`src/rtl/fixlen_pkg.sv`:
```
// Shared definitions for the fixed-length packet transmitter and receiver.
// Both ends use these so they agree on symbol width and byte order
// (most-significant byte of a symbol travels first).
package fixlen_pkg;

  localparam int unsigned DEF_SYMBOL_PER_PACKET = 4;
  localparam int unsigned DEF_BYTES_PER_SYMBOL  = 4;
  localparam int unsigned DEF_BITS_PER_BYTES    = 8;
  localparam int unsigned SYMBOL_W = DEF_BYTES_PER_SYMBOL * DEF_BITS_PER_BYTES;

  // Width of one wide symbol for a given byte count and byte width.
  function automatic int unsigned symbol_width(input int unsigned bytes_per_symbol,
                                               input int unsigned bits_per_byte);
    return bytes_per_symbol * bits_per_byte;
  endfunction

  // Index width for a counter covering 0..n-1; never narrower than one bit.
  function automatic int unsigned idx_width(input int unsigned n);
    return (n <= 1) ? 1 : $clog2(n);
  endfunction

  // Result of checking one accepted symbol's sop/eop against its expected slot.
  typedef struct packed {
    logic sop_mismatch;
    logic eop_mismatch;
  } frame_chk_t;

endpackage

```
`src/rtl/fixlen_pos_counter.sv`:
```
// Wrap-around position counter, 0..Range-1.
//   clk_i  : clock
//   rst_i  : synchronous active-high reset (to zero)
//   clr_i  : load zero, has priority over inc_i
//   inc_i  : advance by one, wrapping from Range-1 to 0
//   cnt_o  : current position
//   last_o : position equals Range-1
module fixlen_pos_counter
  import fixlen_pkg::*;
#(
  parameter int unsigned Range = 4,
  parameter int unsigned Width = idx_width(Range)
) (
  input  logic             clk_i,
  input  logic             rst_i,
  input  logic             clr_i,
  input  logic             inc_i,
  output logic [Width-1:0] cnt_o,
  output logic             last_o
);

  localparam logic [Width-1:0] LastVal = Width'(Range - 1);

  logic [Width-1:0] cnt_q, cnt_d;

  always_comb begin
    cnt_d = cnt_q;
    if (clr_i) begin
      cnt_d = '0;
    end else if (inc_i) begin
      cnt_d = (cnt_q == LastVal) ? '0 : cnt_q + 1'b1;
    end
  end

  always_ff @(posedge clk_i) begin
    if (rst_i) begin
      cnt_q <= '0;
    end else begin
      cnt_q <= cnt_d;
    end
  end

  assign cnt_o  = cnt_q;
  assign last_o = (cnt_q == LastVal);

endmodule

```
`src/rtl/fix_length_p2b_tx.sv`:
```
// Fixed-length packet-to-bytes transmitter.
// Takes fixed-length packets of wide symbols on an Avalon-ST sink, holds one
// symbol at a time and streams it out MSB byte first on an Avalon-ST source,
// framing each packet with per-byte sop/eop. Input sop/eop are checked against
// the expected symbol slot; mismatches raise a one-cycle framing_error pulse.
// Ports:
//   clock_clk, reset_reset        : clock, synchronous active-high reset
//   asi_in0_*                     : symbol sink (data/valid/ready/sop/eop)
//   aso_out0_*                    : byte source (data/valid/ready/sop/eop)
//   framing_error                 : registered pulse, one per offending symbol
module fix_length_p2b_tx
  import fixlen_pkg::*;
#(
  parameter int unsigned SYMBOL_PER_PACKET = DEF_SYMBOL_PER_PACKET,
  parameter int unsigned BYTES_PER_SYMBOL  = DEF_BYTES_PER_SYMBOL,
  parameter int unsigned BITS_PER_BYTES    = DEF_BITS_PER_BYTES
) (
  input  logic                                       clock_clk,
  input  logic                                       reset_reset,
  input  logic [BYTES_PER_SYMBOL*BITS_PER_BYTES-1:0] asi_in0_data,
  input  logic                                       asi_in0_valid,
  output logic                                       asi_in0_ready,
  input  logic                                       asi_in0_startofpacket,
  input  logic                                       asi_in0_endofpacket,
  output logic [BITS_PER_BYTES-1:0]                  aso_out0_data,
  output logic                                       aso_out0_valid,
  input  logic                                       aso_out0_ready,
  output logic                                       aso_out0_startofpacket,
  output logic                                       aso_out0_endofpacket,
  output logic                                       framing_error
);

  localparam int unsigned SymW    = symbol_width(BYTES_PER_SYMBOL, BITS_PER_BYTES);
  localparam int unsigned ByteW   = idx_width(BYTES_PER_SYMBOL);
  localparam int unsigned SymIdxW = idx_width(SYMBOL_PER_PACKET);

  localparam logic [SymIdxW-1:0] SymLastIdx = SymIdxW'(SYMBOL_PER_PACKET - 1);

  logic [SymW-1:0]    hold_q, hold_d;
  logic               full_q, full_d;
  logic               err_q, err_d;

  logic [ByteW-1:0]   byte_idx;
  logic               byte_at_last;
  logic [SymIdxW-1:0] sym_idx;
  logic               sym_at_last;

  logic               last_byte;
  logic               src_hs;
  logic               load;
  logic               sym_adv;
  logic [SymIdxW-1:0] exp_pos;
  logic               exp_first;
  logic               exp_last;
  frame_chk_t         frame_chk;
  logic [BITS_PER_BYTES-1:0] out_byte;

  assign last_byte = full_q && byte_at_last;
  assign src_hs    = full_q && aso_out0_ready;
  assign sym_adv   = src_hs && last_byte;

  // A new symbol may enter while the last byte of the held one leaves.
  assign asi_in0_ready = !full_q || (last_byte && aso_out0_ready);
  assign load          = asi_in0_valid && asi_in0_ready;

  // Expected slot of a symbol loaded this cycle: sym_idx after this cycle's advance.
  always_comb begin
    exp_pos = sym_idx;
    if (sym_adv) begin
      exp_pos = sym_at_last ? '0 : sym_idx + 1'b1;
    end
  end

  assign exp_first = (exp_pos == '0);
  assign exp_last  = (exp_pos == SymLastIdx);

  always_comb begin
    frame_chk.sop_mismatch = asi_in0_startofpacket != exp_first;
    frame_chk.eop_mismatch = asi_in0_endofpacket != exp_last;
    err_d = load && (|frame_chk);
  end

  always_comb begin
    hold_d = hold_q;
    full_d = full_q;
    if (load) begin
      hold_d = asi_in0_data;
      full_d = 1'b1;
    end else if (sym_adv) begin
      full_d = 1'b0;
    end
  end

  always_ff @(posedge clock_clk) begin
    if (reset_reset) begin
      hold_q <= '0;
      full_q <= 1'b0;
      err_q  <= 1'b0;
    end else begin
      hold_q <= hold_d;
      full_q <= full_d;
      err_q  <= err_d;
    end
  end

  fixlen_pos_counter #(
    .Range (BYTES_PER_SYMBOL)
  ) u_byte_cnt (
    .clk_i  (clock_clk),
    .rst_i  (reset_reset),
    .clr_i  (load),
    .inc_i  (src_hs && !byte_at_last),
    .cnt_o  (byte_idx),
    .last_o (byte_at_last)
  );

  // An input sop always realigns the packet position to slot 0.
  fixlen_pos_counter #(
    .Range (SYMBOL_PER_PACKET)
  ) u_sym_cnt (
    .clk_i  (clock_clk),
    .rst_i  (reset_reset),
    .clr_i  (load && asi_in0_startofpacket),
    .inc_i  (sym_adv),
    .cnt_o  (sym_idx),
    .last_o (sym_at_last)
  );

  // Byte 0 is the most-significant lane of the held symbol.
  always_comb begin
    out_byte = '0;
    for (int unsigned i = 0; i < BYTES_PER_SYMBOL; i++) begin
      if (byte_idx == ByteW'(i)) begin
        out_byte = hold_q[(BYTES_PER_SYMBOL - 1 - i) * BITS_PER_BYTES +: BITS_PER_BYTES];
      end
    end
  end

  assign aso_out0_valid         = full_q;
  assign aso_out0_data          = out_byte;
  assign aso_out0_startofpacket = full_q && (byte_idx == '0) && (sym_idx == '0);
  assign aso_out0_endofpacket   = last_byte && sym_at_last;
  assign framing_error          = err_q;

endmodule
```
`config.mk`:
```
export PLATFORM = sky130hd
export DESIGN_NAME = fix_length_p2b_tx
export DESIGN_NICKNAME = d
export VERILOG_FILES = /design/src/rtl/fixlen_pkg.sv /design/src/rtl/fixlen_pos_counter.sv /design/src/rtl/fix_length_p2b_tx.sv
export SDC_FILE = /design/constraint.sdc
export NUM_CORES = 1
export LEC_CHECK = 0
export ABC_AREA = 1
export BUFFER_PORTS_ARGS = -buffer_cell sky130_fd_sc_hd__buf_2
export CELL_PAD_IN_SITES_DETAIL_PLACEMENT = 1
export CELL_PAD_IN_SITES_GLOBAL_PLACEMENT = 2
export CORE_ASPECT_RATIO = 0.9
export CORE_MARGIN = 2
export CORE_UTILIZATION = 28
export CTS_CLUSTER_SIZE = 16
export DETAILED_ROUTE_END_ITERATION = 8
export PLACE_DENSITY = 0.79
export SYNTH_ARGS = -nofsm -noshare
export SYNTH_HDL_FRONTEND = slang
export SYNTH_SLANG_ARGS = --single-unit
```
`constraint.sdc`:
```
create_clock -name clock_clk -period 1.9 [get_ports clock_clk]
set_input_delay 0.38 -clock clock_clk [delete_from_list [all_inputs] [get_ports clock_clk]]
set_output_delay 0.38 -clock clock_clk [all_outputs]
set_load 0.1 [all_outputs]
```
* Word-level counts from Yosys, hierarchy flattened
Cells that the tools add are included.
Widths: inputs -> output; s select.
** Word-level totals
- Output and inout bits :: 13
- Word-level logic and storage cells :: 44
- Bits of input ports :: 38
- Register bits after elaboration :: 38
** Operators by class
- Equality and inequality tests :: 7
- Reduce and logical (&&, ||, !) cells :: 21
- $add $sub $neg :: 2
- Multiplexer cells :: 9
** Operators with widths (number)
- $mux 8 :: 4
- $logic_and 1x1->1 :: 11
- $eq 2x2->1 const B :: 4
- $logic_not 2->1 :: 3
- $mux 2 :: 3
- $reduce_or 2->1 :: 3
- $add 2x1->2 const B :: 2
- $eq 2x1->1 const B :: 1
- $logic_not 1->1 :: 2
- $mux 1 :: 2
- $ne 1x1->1 :: 2
- $reduce_bool 2->1 :: 1
- $logic_or 1x1->1 :: 1

* Logic depth before layout (Yosys ltp)
Gate-level depths: netlist of run 1.
- Depth after elaboration :: 8
- Mapped depth :: 11
- Gate-level depth less buffers :: 10

* Cells and area by module
From an unflattened synthesis of run 1, not the netlist that was laid out.
** Second synthesis, totals
- Cell total of the unflattened synthesis :: 253
- Area, all modules :: 1762.9 µm²
** Modules (own cells, without submodules)
- fix_length_p2b_tx :: area each 1567.8 µm², sequential area each 680.7 µm², times used 1, cells an instance 225
- fixlen_pos_counter :: area each 97.6 µm², sequential area each 40.0 µm², times used 2, cells an instance 14

* Worst setup path before layout of run 1
OpenSTA, ideal clock, no wires.
- Path kind :: flip-flop to output port
- Start :: register u_byte_cnt.cnt_q[0], in the netlist u_byte_cnt.cnt_o[0]
- End :: output aso_out0_data[3]
- Data required time :: 1.520 ns
- Cell stages (with the launch flop) :: 5
- Buffers on the path :: 1
- Arrival :: 2.848 ns
- Path slack :: -1.328 ns
- Cells stage by stage :: dfxtp_1 > ha_1 > buf_4 > inv_1 > o21ai_0
** Between the ends
- Cells in the longest elaborated chain, start to end :: 5
- Elaborated cells between the ends (all ways) :: 8
** RTL lines
- from (decl) :: RTL line fixlen_pos_counter.sv:24 : logic [Width-1:0] cnt_q, cnt_d;
- from (signal assigned) :: RTL line fixlen_pos_counter.sv:39 : cnt_q <= cnt_d;
- $logic_not 2->1 :: RTL line fix_length_p2b_tx.sv:133 : if (byte_idx == ByteW'(i)) begin
- $mux 8 (3 in series) :: RTL line fix_length_p2b_tx.sv:133
- $mux 8 * :: RTL line fix_length_p2b_tx.sv:133
- to (decl) :: RTL line fix_length_p2b_tx.sv:25 : output logic [BITS_PER_BYTES-1:0] aso_out0_data,
Mark *: on every way between the ends. The rest lies on a longest branch, timed or not.

* Worst setup path after layout of run 1
- Start :: register u_byte_cnt.cnt_q[1], in the netlist u_byte_cnt.cnt_o[1]
- End :: output aso_out0_data[7]
The elaborated chain is that of the path after synthesis.

==> run_results.csv, run 1 <==
group,metric,value,unit
grt,grt_max_degree,34,
sta,finClkSkew,6.23,ps
pwr,power,1.98,mW
worst_hold_path,worstHoldPathType,"in2reg",
clock_network,numCtsBuffers,5,
cells_and_area,final_nets,340,
sta,fin_ws,-89.3,ps
floorplanning,start_util,0.295,
placed_design,preCtsSetupSlack,108,ps
placed_design,io_buffers,50,
route,first_pass_iters,4,
run_status,violations,"setup timing",
clock_network,root_buffer,"clkbuf_8",
worst_hold_path,hold_start,"reset_reset",
setup_path,critPathLaunchType,"flop",
grt,grt_pass1_vias,1704,
sta,setup_tns,-561,ps
sta,finalMaxSlewViolations,0,
setup_path,r2r_cells,9,
route,vias,1736,
sta,hold_viol_final,0,
floorplanning,die_width,89.4,um
route,viasPerCell,4.52,
sta,hold_ws,258,ps
sta,period_share,1.05,
clock_network,clk-insertion-delay-late,280,ps
cells_and_area,drive_above_1_share,0.340,
setup_path,crit_arrival,1610,ps
route,wl,5240,um
pwr,ir_drop,0.437,mV
sta,timing.fmax,503,MHz
synthesis,synth_cells,241,
synthesis,ys_warn_count,0,
clock_network,cts.sinks,38,
worst_hold_path,worstHoldEndpoint,"aso_out0_valid$_SDFFE_PP0P_",
cells_and_area,fillCellCount,772,
sta,final-setup-viol-count,9,
floorplanning,row_count,27,
floorplanning,pin_count,51,
synthesis,syn_nets,285,
clock_network,htree_num_levels,2,
synthesis,yosys_register_bits,38,
route,wl_per_cell,13.7,um
floorplanning,die_h,80.8,um
cells_and_area,final_common_cell,"inv_1",
setup_path,cp.required,1520,ps
cells_and_area,regArea,769,um^2
synthesis,synth_area_leaders,"dfxtp_1 (41%), inv_1 (13%), o22ai_1 (6.1%)",
clock_network,cts.clk_slew.worst_paths,70,ps
floorplanning,dieArea,7220,um^2
route,drc,0,
worst_hold_path,whs_path_depth,2,
pwr,power.density,751,nW/um^2
clock_network,cts_buffer_depth,2,
synthesis,syn_area,1840,um^2
clock_network,cts_tree,"yes",
setup_path,path_max_fanout,8,
synthesis,synth_cell_type_count,22,
cells_and_area,multi_input_area,895,um^2
floorplanning,core,6220,um^2
route,drt_iter0_markers,56,
setup_path,r2r_end,"hold_q[11]$_SDFFE_PP0P_",
clock_network,ctsHoldBuffers,0,
cells_and_area,antenna_cells_inserted,0,
placed_design,place.gp.congestion,0.755,
synthesis,yosysTopAreaCellShare,0.414,
cells_and_area,area_growth,43.9,%
pwr,p_leak,1.19,nW
sta,grt_setup_unrepaired,"yes",
grt,grt_overflow,0,
setup_path,worstReg2RegStart,"u_byte_cnt.cnt_o[1]$_SDFFE_PP0P_",
synthesis,yosys.area.top_type,"dfxtp_1",
setup_path,critPathKind,"reg2out",
cells_and_area,layout_common_cells,"inv_1 (58), buf_2 (39), dfxtp_1 (35), nand2_1 (20), o22ai_1 (18)",
setup_path,r2r_slack,70,ps
run_status,status,"complete, but fails checks",
grt,grt_usage,0.153,
sta,worstMarginPinSlew,486,ps
sta,period_needed,1990,ps
grt,grt_pass1_wl,8510,um
cells_and_area,fin_util,0.425,
grt,antenna_found_initial,0,
setup_path,endpoint_kind,"primary output",
synthesis,ys_seq_area_frac,0.414,
run,max-cap-violations,0,
sta,slew_headroom,0.678,
placed_design,dp.final_hpwl,3790,um
route,ant_nets,0,
synthesis,syn_area_per_cell,7.62,um^2
[critical path, cell delays in order, from the launching register on]
cell      delay [ps]
dfxtp_4          380
inv_4             80
ha_4             160
inv_8             50
o21ai_4          120
o211ai_1         120
a22oi_2          200
buf_12           210
[cell usage after synthesis]
cell type,n
a21oi_1,11
o21ai_1,11
clkbuf_1,4
clkinv_1,1
o22ai_1,18
nor3_1,1
nand3_4,2
buf_2,1
inv_1,63
buf_4,4
o211ai_1,7
a21oi_2,1
nand2_1,20
nand3_1,17
buf_6,3
nand2_4,2
a22oi_1,7
nand4_1,3
o21ai_0,16
dfxtp_1,38
ha_1,6
nor2_1,5
[how the worst max path moves through the flow]
stage / start / end / slack [ps] / cells after the start
finish: u_byte_cnt.cnt_o[1]$_SDFFE_PP0P_ / aso_out0_data[7] / -90 / 7
global route: u_byte_cnt.cnt_o[1]$_SDFFE_PP0P_ / aso_out0_data[3] / -160 / 8
CTS: u_byte_cnt.cnt_o[0]$_SDFFE_PP0P_ / aso_out0_data[7] / -130 / 7
detailed placement: u_byte_cnt.cnt_o[0]$_SDFFE_PP0P_ / hold_q[11]$_SDFFE_PP0P_ / 110 / 6
global placement: u_byte_cnt.cnt_o[0]$_SDFFE_PP0P_ / hold_q[11]$_SDFFE_PP0P_ / 150 / 6
floorplan: u_byte_cnt.cnt_o[0]$_SDFFE_PP0P_ / aso_out0_data[6] / -260 / 6
[where the power goes]
group / internal [mW] / leakage (nW) / switching [mW]
logic: 0.194 / 0.825 / 0.340
registers: 0.843 / 0.314 / 0.0292
clock network: 0.293 / 0.0515 / 0.284
total: 1.33 / 1.19 / 0.654
[final cells by class]
cell class,instances,share of cell area
Tap cell,87,0.0412
Clock inverter,2,0.00426
Inverter,64,0.100
Timing Repair Buffer,59,0.193
Multi-Input combinational cell,128,0.339
Sequential cell,38,0.291
Clock buffer,6,0.0313
[what timing repair did]
action | in CTS | in global routing
buffers inserted | 3 | 1
pin swaps | 10 | 14
cloned | 0 | 1
resized for setup | 19 | 12
endpoints found under the setup margin | 9 | 47
[through the flow]
step	area, um^2	cells
finish	2640	384
global route	2640	384
CTS	2590	382
detailed placement	2390	371
global placement	2390	371
floorplan	1960	241
[sequential cells by signal, indices dropped and copies added, names as in the netlist]
| signal | cells |
|---|---|
| framing_error | 1 |
| aso_out0_valid | 1 |
| u_sym_cnt.cnt_o | 2 |
| hold_q | 32 |
| u_byte_cnt.cnt_o | 2 |
[cells by family after synthesis]
logic type / count (synthesis) / share of synthesized area
AO/OA/AOI/OAI: 71 / 0.227
adder cells (fa/ha/maj): 6 / 0.0409
buffers and inverters: 76 / 0.176
flip-flops: 38 / 0.414
AND/OR/NAND/NOR: 50 / 0.142
[routing by layer]
metal	track usage	wire length, um	vias up
met3	0.0285	175	2
met4	0.0358	34	0
li1	-	-	897
met2	0.228	2310	34
met1	0.226	2730	803
met5	0	0	-
(Power assumes the default switching activity.)
==> run 2: changes to the inputs <==
--- a/config.mk
+++ b/config.mk
@@ -5,13 +5,12 @@
 export SDC_FILE = /design/constraint.sdc
 export NUM_CORES = 1
 export LEC_CHECK = 0
-export ABC_AREA = 1
 export BUFFER_PORTS_ARGS = -buffer_cell sky130_fd_sc_hd__buf_2
 export CELL_PAD_IN_SITES_DETAIL_PLACEMENT = 1
 export CELL_PAD_IN_SITES_GLOBAL_PLACEMENT = 2
 export CORE_ASPECT_RATIO = 0.9
 export CORE_MARGIN = 2
-export CORE_UTILIZATION = 28
+export CORE_UTILIZATION = 30
 export CTS_CLUSTER_SIZE = 16
 export DETAILED_ROUTE_END_ITERATION = 8
 export PLACE_DENSITY = 0.79
==> constraint.sdc (replaced) <==
create_clock -name clock_clk -period 2 [get_ports clock_clk]
set_input_delay 0.4 -clock clock_clk [delete_from_list [all_inputs] [get_ports clock_clk]]
set_output_delay 0.4 -clock clock_clk [all_outputs]
set_load 0.1 [all_outputs]
==> run 2 against run 1 <==
  * The run still ends with setup timing left
  * Synthesized cell count shrank 31%
  * Final area shrank 7.5%
  * Area after synthesis shrank 9.3%
  * Critical endpoint unchanged
  * Largest power group unchanged
  * Sequential power shrank 5.2%
  * Highest routed layer unchanged
  * Critical path type unchanged
==> run_results.csv, run 2 <==
group,metric,value,unit
placed_design,place.gp.congestion,0.695,
synthesis,asyncSetResetFlopFracSynth,0,
cells_and_area,largest_register_ffs,32,
synthesis,synthSimpleGateAreaFrac,0.131,
route,first_pass_iters,6,
synthesis,synthFlopType,"dfxtp_1",
placed_design,preCtsSetupSlack,58.0,ps
cells_and_area,drive_above_1_share,0.452,
synthesis,synth_edf_count,0,
route,wl,4650,um
setup_path,crit_arrival,1730,ps
floorplanning,die_width,82.6,um
sta,finalMaxSlewViolations,0,
pwr,p_sw_frac,0.312,
synthesis,ys_seq_area_frac,0.456,
synthesis,yosys_register_bits,38,
route,wl_met3,221,um
cells_and_area,fin_util,0.460,
placed_design,placed_cell_area,2270,um^2
pwr,pwr-share-comb,0.228,
clock_network,numCtsBuffers,5,
route,ant_nets,0,
pwr,p_switching,0.547,mW
grt,grt_overflow,0,
floorplanning,row_count,25,
route,viasPerCell,5.11,
synthesis,synth_area_leaders,"dfxtp_1 (46%), a22o_1 (17%), a21oi_1 (5.1%)",
route,wl_per_cell,16.2,um
grt,antenna_found_initial,0,
synthesis,synth-xor-area-share,0.0105,
floorplanning,start_util,0.313,
placed_design,dp.final_hpwl,3200,um
sta,fin_ws,-135,ps
setup_path,crit_slowest_cell,"dfxtp_4",
cells_and_area,top_register,"hold_q",
pwr,p_clk_frac,0.301,
sta,period_needed,2130,ps
clock_network,root_buffer,"clkbuf_8",
pwr,internal_power,1.21,mW
route,top_layer_used,"met4",
floorplanning,core,5320,um^2
route,vias,1472,
setup_path,endpoint_kind,"primary output",
synthesis,synth_top_family_by_area,"compound AO/OA/AOI/OAI gates",
cells_and_area,fin_area,2440,um^2
synthesis,synth_cell_type_count,29,
sta,worstMarginPinSlew,489,ps
pwr,power.density,719,nW/um^2
run,max-cap-violations,0,
synthesis,syn_area,1670,um^2
synthesis,yosys.area.top_type,"dfxtp_1",
floorplanning,dieArea,6170,um^2
sta,final-setup-viol-count,8,
pwr,p_seq_frac,0.471,
setup_path,cp.required,1600,ps
clock_network,cts.clk_slew.worst_paths,80,ps
placed_design,dp.cells,275,
worst_hold_path,worstHoldPathType,"in2reg",
clock_network,cts_tree,"yes",
synthesis,syn_nets,210,
synthesis,synth.most_common_cell,"dfxtp_1",
pwr,p_leak,0.996,nW
placed_design,io_buffers,50,
cells_and_area,fin_cells,288,
route,route.met2.wl,2180,um
sta,period_share,1.07,
clock_network,cts.sinks,38,
synthesis,synth_cells,166,
synthesis,synthMuxAreaShare,0.0225,
grt,grt_pass1_vias,1513,
clock_network,htree_num_levels,2,
cells_and_area,layout_common_cells,"buf_2 (39), dfxtp_1 (35), a22o_1 (32), nand2_1 (16), buf_12 (13)",
clock_network,cts_buffer_depth,2,
setup_path,critPathLaunchType,"flop",
sta,timing.fmax,468,MHz
synthesis,yosys.area_share.adder,0.0450,
pwr,ir_drop,0.287,mV
clock_network,clk-insertion-delay-late,300,ps
grt,grt_max_degree,36,
route,drc,0,
cells_and_area,final_nets,264,
run_status,status,"complete, but fails checks",
synthesis,yosysTopAreaCellShare,0.456,
run_status,violations,"setup timing",
sta,grt_setup_unrepaired,"yes",
setup_path,crit_chain,"inv_4 -> ha_4 -> buf_4 -> nand3b_1 -> a21oi_2 -> a21oi_1 -> o21ai_4 -> buf_12",
floorplanning,die_h,74.7,um
cells_and_area,antenna_cells_inserted,0,
synthesis,yosys-top-cells-count,"dfxtp_1 (38), a22o_1 (32), a21oi_1 (17)",
setup_path,r2r_slack,300,ps
sta,finClkSkew,11.0,ps
setup_path,critPathKind,"reg2out",
grt,grt_pass1_wl,7490,um
setup_path,slowest_delay,360,ps
setup_path,path_max_fanout,6,
synthesis,synth_compound_area_frac,0.276,
cells_and_area,final_common_cell,"buf_2",
synthesis,ys_warn_count,0,
sta,slew_headroom,0.676,
cells_and_area,area_growth,46.6,%
synthesis,syn_area_per_cell,10.0,um^2
route,drt_iter0_markers,87,
grt,grt_usage,0.166,
route,drt-met1-wl,2170,um
sta,hold_viol_final,0,
floorplanning,pin_count,51,
[run 2: cell count changes after synthesis, moves of 10 or more]
cell | before | now
a22o_1 | 0 | 32
inv_1 | 63 | 6
nand3_1 | 17 | 0
o21ai_0 | 16 | 6
o22ai_1 | 18 | 0
[run 2: cell type report]
cell class	count	area, um^2
well taps	67	83.8
multi-input cells	110	963
fillers	609	2870
clock buffers	6	72.6
flip-flops and latches	38	769
repair buffers	59	515
clock inverters	2	13.8
inverters	6	25.0
[run 2: cells by family after synthesis]
kind of cell	Yosys count
AOI/OAI and AO/OA	61
and+or+nand+nor	38
DFF	38
buffers and inverters	18
adders and majority gates	6
muxes	3
xor gates and xnor gates	2
[run 2: critical path: cells and delay by family (launching register included)]
family | cells | cell delay [ps]
AOI/OAI and AO/OA | 3 | 380
adders and majority gates | 1 | 170
buffers and inverters | 3 | 360
DFF | 1 | 360
and+or+nand+nor | 1 | 160
[run 2: worst paths after layout]
path         depth (start not counted)                        startpoint                       to
max                                  8  u_byte_cnt.cnt_o[1]$_SDFFE_PP0P_         aso_out0_data[7]
min                                  2                  asi_in0_data[21]  hold_q[21]$_SDFFE_PP0P_
max reg2reg                          6  u_byte_cnt.cnt_o[1]$_SDFFE_PP0P_   hold_q[4]$_SDFFE_PP0P_
min reg2reg                          1            hold_q[8]$_SDFFE_PP0P_   hold_q[8]$_SDFFE_PP0P_
[run 2: stage by stage]
| stage | hold WS [ps] | TNS (ps) | power, mW |
|---|---|---|---|
| 6_report | 304 | -964 | 1.76 |
| 5_1_grt | 304 | -1610 | 1.83 |
| 4_1_cts | 299 | -1020 | 1.77 |
| 3_5_place_dp | 468 | 0 | 1.23 |
| 3_3_place_gp | 461 | 0 | 1.23 |
| 2_1_floorplan | 449 | 0 | 1.09 |
[run 2: power by group through the flow]
stage	combinational, mW	clock, mW	sequential, mW
finish	0.400	0.529	0.827
global route	0.423	0.574	0.832
CTS	0.402	0.537	0.826
detailed placement	0.389	0	0.845
global placement	0.386	0	0.844
floorplan	0.240	0	0.852
[run 2: what timing repair did]
item	in CTS	in global routing
pin swaps	5	3
setup buffers	5	0
hold buffers	0	0
gates resized for setup	12	3
setup endpoints to repair	8	9
[run 2: metal layers]
layer  up-vias  track usage
li1        711            -
met1       720        0.227
met2        34        0.254
met3         7       0.0396
met4         0       0.0656
met5         -            0
==> run 3: changes to the inputs <==
--- a/config.mk
+++ b/config.mk
@@ -5,15 +5,16 @@
 export SDC_FILE = /design/constraint.sdc
 export NUM_CORES = 1
 export LEC_CHECK = 0
+export ABC_AREA = 1
 export BUFFER_PORTS_ARGS = -buffer_cell sky130_fd_sc_hd__buf_2
 export CELL_PAD_IN_SITES_DETAIL_PLACEMENT = 1
 export CELL_PAD_IN_SITES_GLOBAL_PLACEMENT = 2
 export CORE_ASPECT_RATIO = 0.9
 export CORE_MARGIN = 2
-export CORE_UTILIZATION = 30
+export CORE_UTILIZATION = 31
 export CTS_CLUSTER_SIZE = 16
 export DETAILED_ROUTE_END_ITERATION = 8
-export PLACE_DENSITY = 0.79
+export PLACE_DENSITY = 0.86
 export SYNTH_ARGS = -nofsm -noshare
 export SYNTH_HDL_FRONTEND = slang
 export SYNTH_SLANG_ARGS = --single-unit
==> constraint.sdc (replaced) <==
create_clock -name clock_clk -period 2.5 [get_ports clock_clk]
set_input_delay 0.5 -clock clock_clk [delete_from_list [all_inputs] [get_ports clock_clk]]
set_output_delay 0.5 -clock clock_clk [all_outputs]
set_load 0.1 [all_outputs]
==> run 3 against run 2 <==
  * The run now ends clean
  * Global-route usage down 1.4 points
  * Utilization down 4.2 points
  * Clock skew is 3.9 ps lower
  * Final cell count rose by 26%
  * Register-to-register slack gained 270 ps
  * Worst hold slack improved by 83 ps
  * Via count grew 15%
  * Wire length rose by 3.6%
  * Non-clock buffer count shrank 4
  * Power down 18%
  * Highest routed layer unchanged
==> run_results.csv, run 3 (same netlist as run 1, synthesis figures left out) <==
group,metric,value,unit
placed_design,dp.cells,352,
clock_network,clk-insertion-delay-late,290,ps
grt,antenna_found_initial,0,
floorplanning,pin_count,51,
placed_design,place.gp.congestion,0.759,
pwr,power,1.44,mW
sta,period_share,0.986,
route,drc,0,
placed_design,io_buffers,50,
setup_path,crit_chain,"inv_1 -> ha_1 -> inv_1 -> o21ai_0 -> o211ai_1 -> a22oi_2 -> buf_12",
setup_path,crit_slowest_cell,"dfxtp_1",
route,ant_nets,0,
cells_and_area,top_register,"hold_q",
grt,grt_max_degree,34,
setup_path,critPathKind,"reg2out",
clock_network,cts_tree,"yes",
sta,worstMarginPinSlew,488,ps
setup_path,crit_arrival,1960,ps
cells_and_area,antenna_cells_inserted,0,
pwr,power.density,608,nW/um^2
cells_and_area,fillCellCount,719,
placed_design,placed_cell_area,2230,um^2
sta,final-setup-viol-count,0,
clock_network,root_buffer,"clkbuf_8",
floorplanning,core,5690,um^2
sta,period_needed,2460,ps
clock_network,cts_buffer_depth,2,
pwr,ir_drop,0.295,mV
placed_design,dp.final_hpwl,3510,um
setup_path,critPathLaunchType,"flop",
sta,setup_tns,0,ps
grt,grt_pass1_vias,1696,
floorplanning,start_util,0.323,
clock_network,cts.clk_slew.worst_paths,70,ps
worst_hold_path,worstHoldPathType,"in2reg",
setup_path,path_max_fanout,9,
clock_network,htree_num_levels,2,
pwr,p_leak,1.11,nW
cells_and_area,layout_common_cells,"inv_1 (61), buf_2 (41), dfxtp_1 (38), nand2_1 (20), o22ai_1 (18)",
floorplanning,row_count,26,
route,drt_iter0_markers,58,
grt,grt_overflow,0,
clock_network,cts.sinks,38,
setup_path,cp.required,2000,ps
setup_path,slowest_delay,350,ps
route,vias,1698,
sta,finClkSkew,7.03,ps
grt,grt_pass1_wl,8100,um
grt,grt_usage,0.152,
cells_and_area,fin_area,2380,um^2
floorplanning,die_h,77.0,um
clock_network,numCtsBuffers,5,
setup_path,path_common_cell,"inv_1",
cells_and_area,drive_above_1_share,0.263,
run_status,status,"complete, no violations",
sta,slew_headroom,0.677,
cells_and_area,final_nets,336,
cells_and_area,fin_cells,363,
route,wl,4820,um
route,first_pass_iters,4,
route,wl_per_cell,13.3,um
clock_network,ctsHoldBuffers,0,
sta,timing.fmax,406,MHz
sta,fin_ws,36.1,ps
route,viasPerCell,4.68,
cells_and_area,largest_register_ffs,32,
sta,grt_setup_unrepaired,"yes",
setup_path,endpoint_kind,"primary output",
setup_path,path_delay_family,"compound AO/OA/AOI/OAI gates",
setup_path,critPathBufInv,3,
placed_design,preCtsSetupSlack,230,ps
floorplanning,dieArea,6560,um^2
run,max-cap-violations,0,
floorplanning,die_width,85.1,um
cells_and_area,final_common_cell,"inv_1",
sta,hold_viol_final,0,
sta,finalMaxSlewViolations,0,
cells_and_area,area_growth,29.4,%
-- run 3: changes by cell type in the layout (fill, tap and decap cells not counted), sizes merged, moves of 3 or more --
cell	change
a22oi	+7
nand3b	-9
nand3	+18
mux2i	-3
o22ai	+18
a21oi	-6
inv	+56
a22o	-32
o211ai	+7
buf	-5
nand2	+6
o21ai	+19
nand4	+3
-- run 3: repair_timing --
item                       in CTS  in global routing
setup buffers                   0                  2
setup endpoints to repair       6                  8
gates cloned                    0                  1
resized for setup               1                 10
-- run 3: path summary, 6_finish.rpt --
check | from | endpoint | slack, ps | cells past startpoint
setup / recovery | u_byte_cnt.cnt_o[0]$_SDFFE_PP0P_ | aso_out0_data[1] | 40 | 7
hold / removal | reset_reset | aso_out0_valid$_SDFFE_PP0P_ | 390 | 2
setup reg to reg | u_byte_cnt.cnt_o[0]$_SDFFE_PP0P_ | hold_q[24]$_SDFFE_PP0P_ | 570 | 5
hold reg to reg | hold_q[3]$_SDFFE_PP0P_ | hold_q[3]$_SDFFE_PP0P_ | 480 | 2
-- run 3: per-layer routing --
metal	track usage	part of all wire
met1	0.224	0.53
met3	0.0312	0.038
met5	0	0
met4	0.0333	0.0079
met2	0.228	0.43
-- run 3: power by group --
part	switching, mW	internal, mW
logic	0.239	0.115
registers	0.0210	0.642
clock network	0.204	0.222
-- run 3: metrics by stage --
stage | hold WS, ps | util
2_1_floorplan | 441 | -
3_3_place_gp | 455 | 0.392
3_5_place_dp | 464 | 0.392
4_1_cts | 384 | 0.409
5_1_grt | 402 | 0.417
6_report | 386 | 0.417
-- run 3: cell type report --
class / instances / area, um^2 / area share
Inverter: 64 / 244 / 0.103
Multi-Input combinational cell: 127 / 787 / 0.331
Sequential cell: 38 / 761 / 0.320
Clock buffer: 7 / 86.3 / 0.0363
Timing Repair Buffer: 55 / 398 / 0.167
Tap cell: 70 / 87.6 / 0.0369
Clock inverter: 1 / 5.00 / 0.00211
Timing Repair inverter: 1 / 7.51 / 0.00316
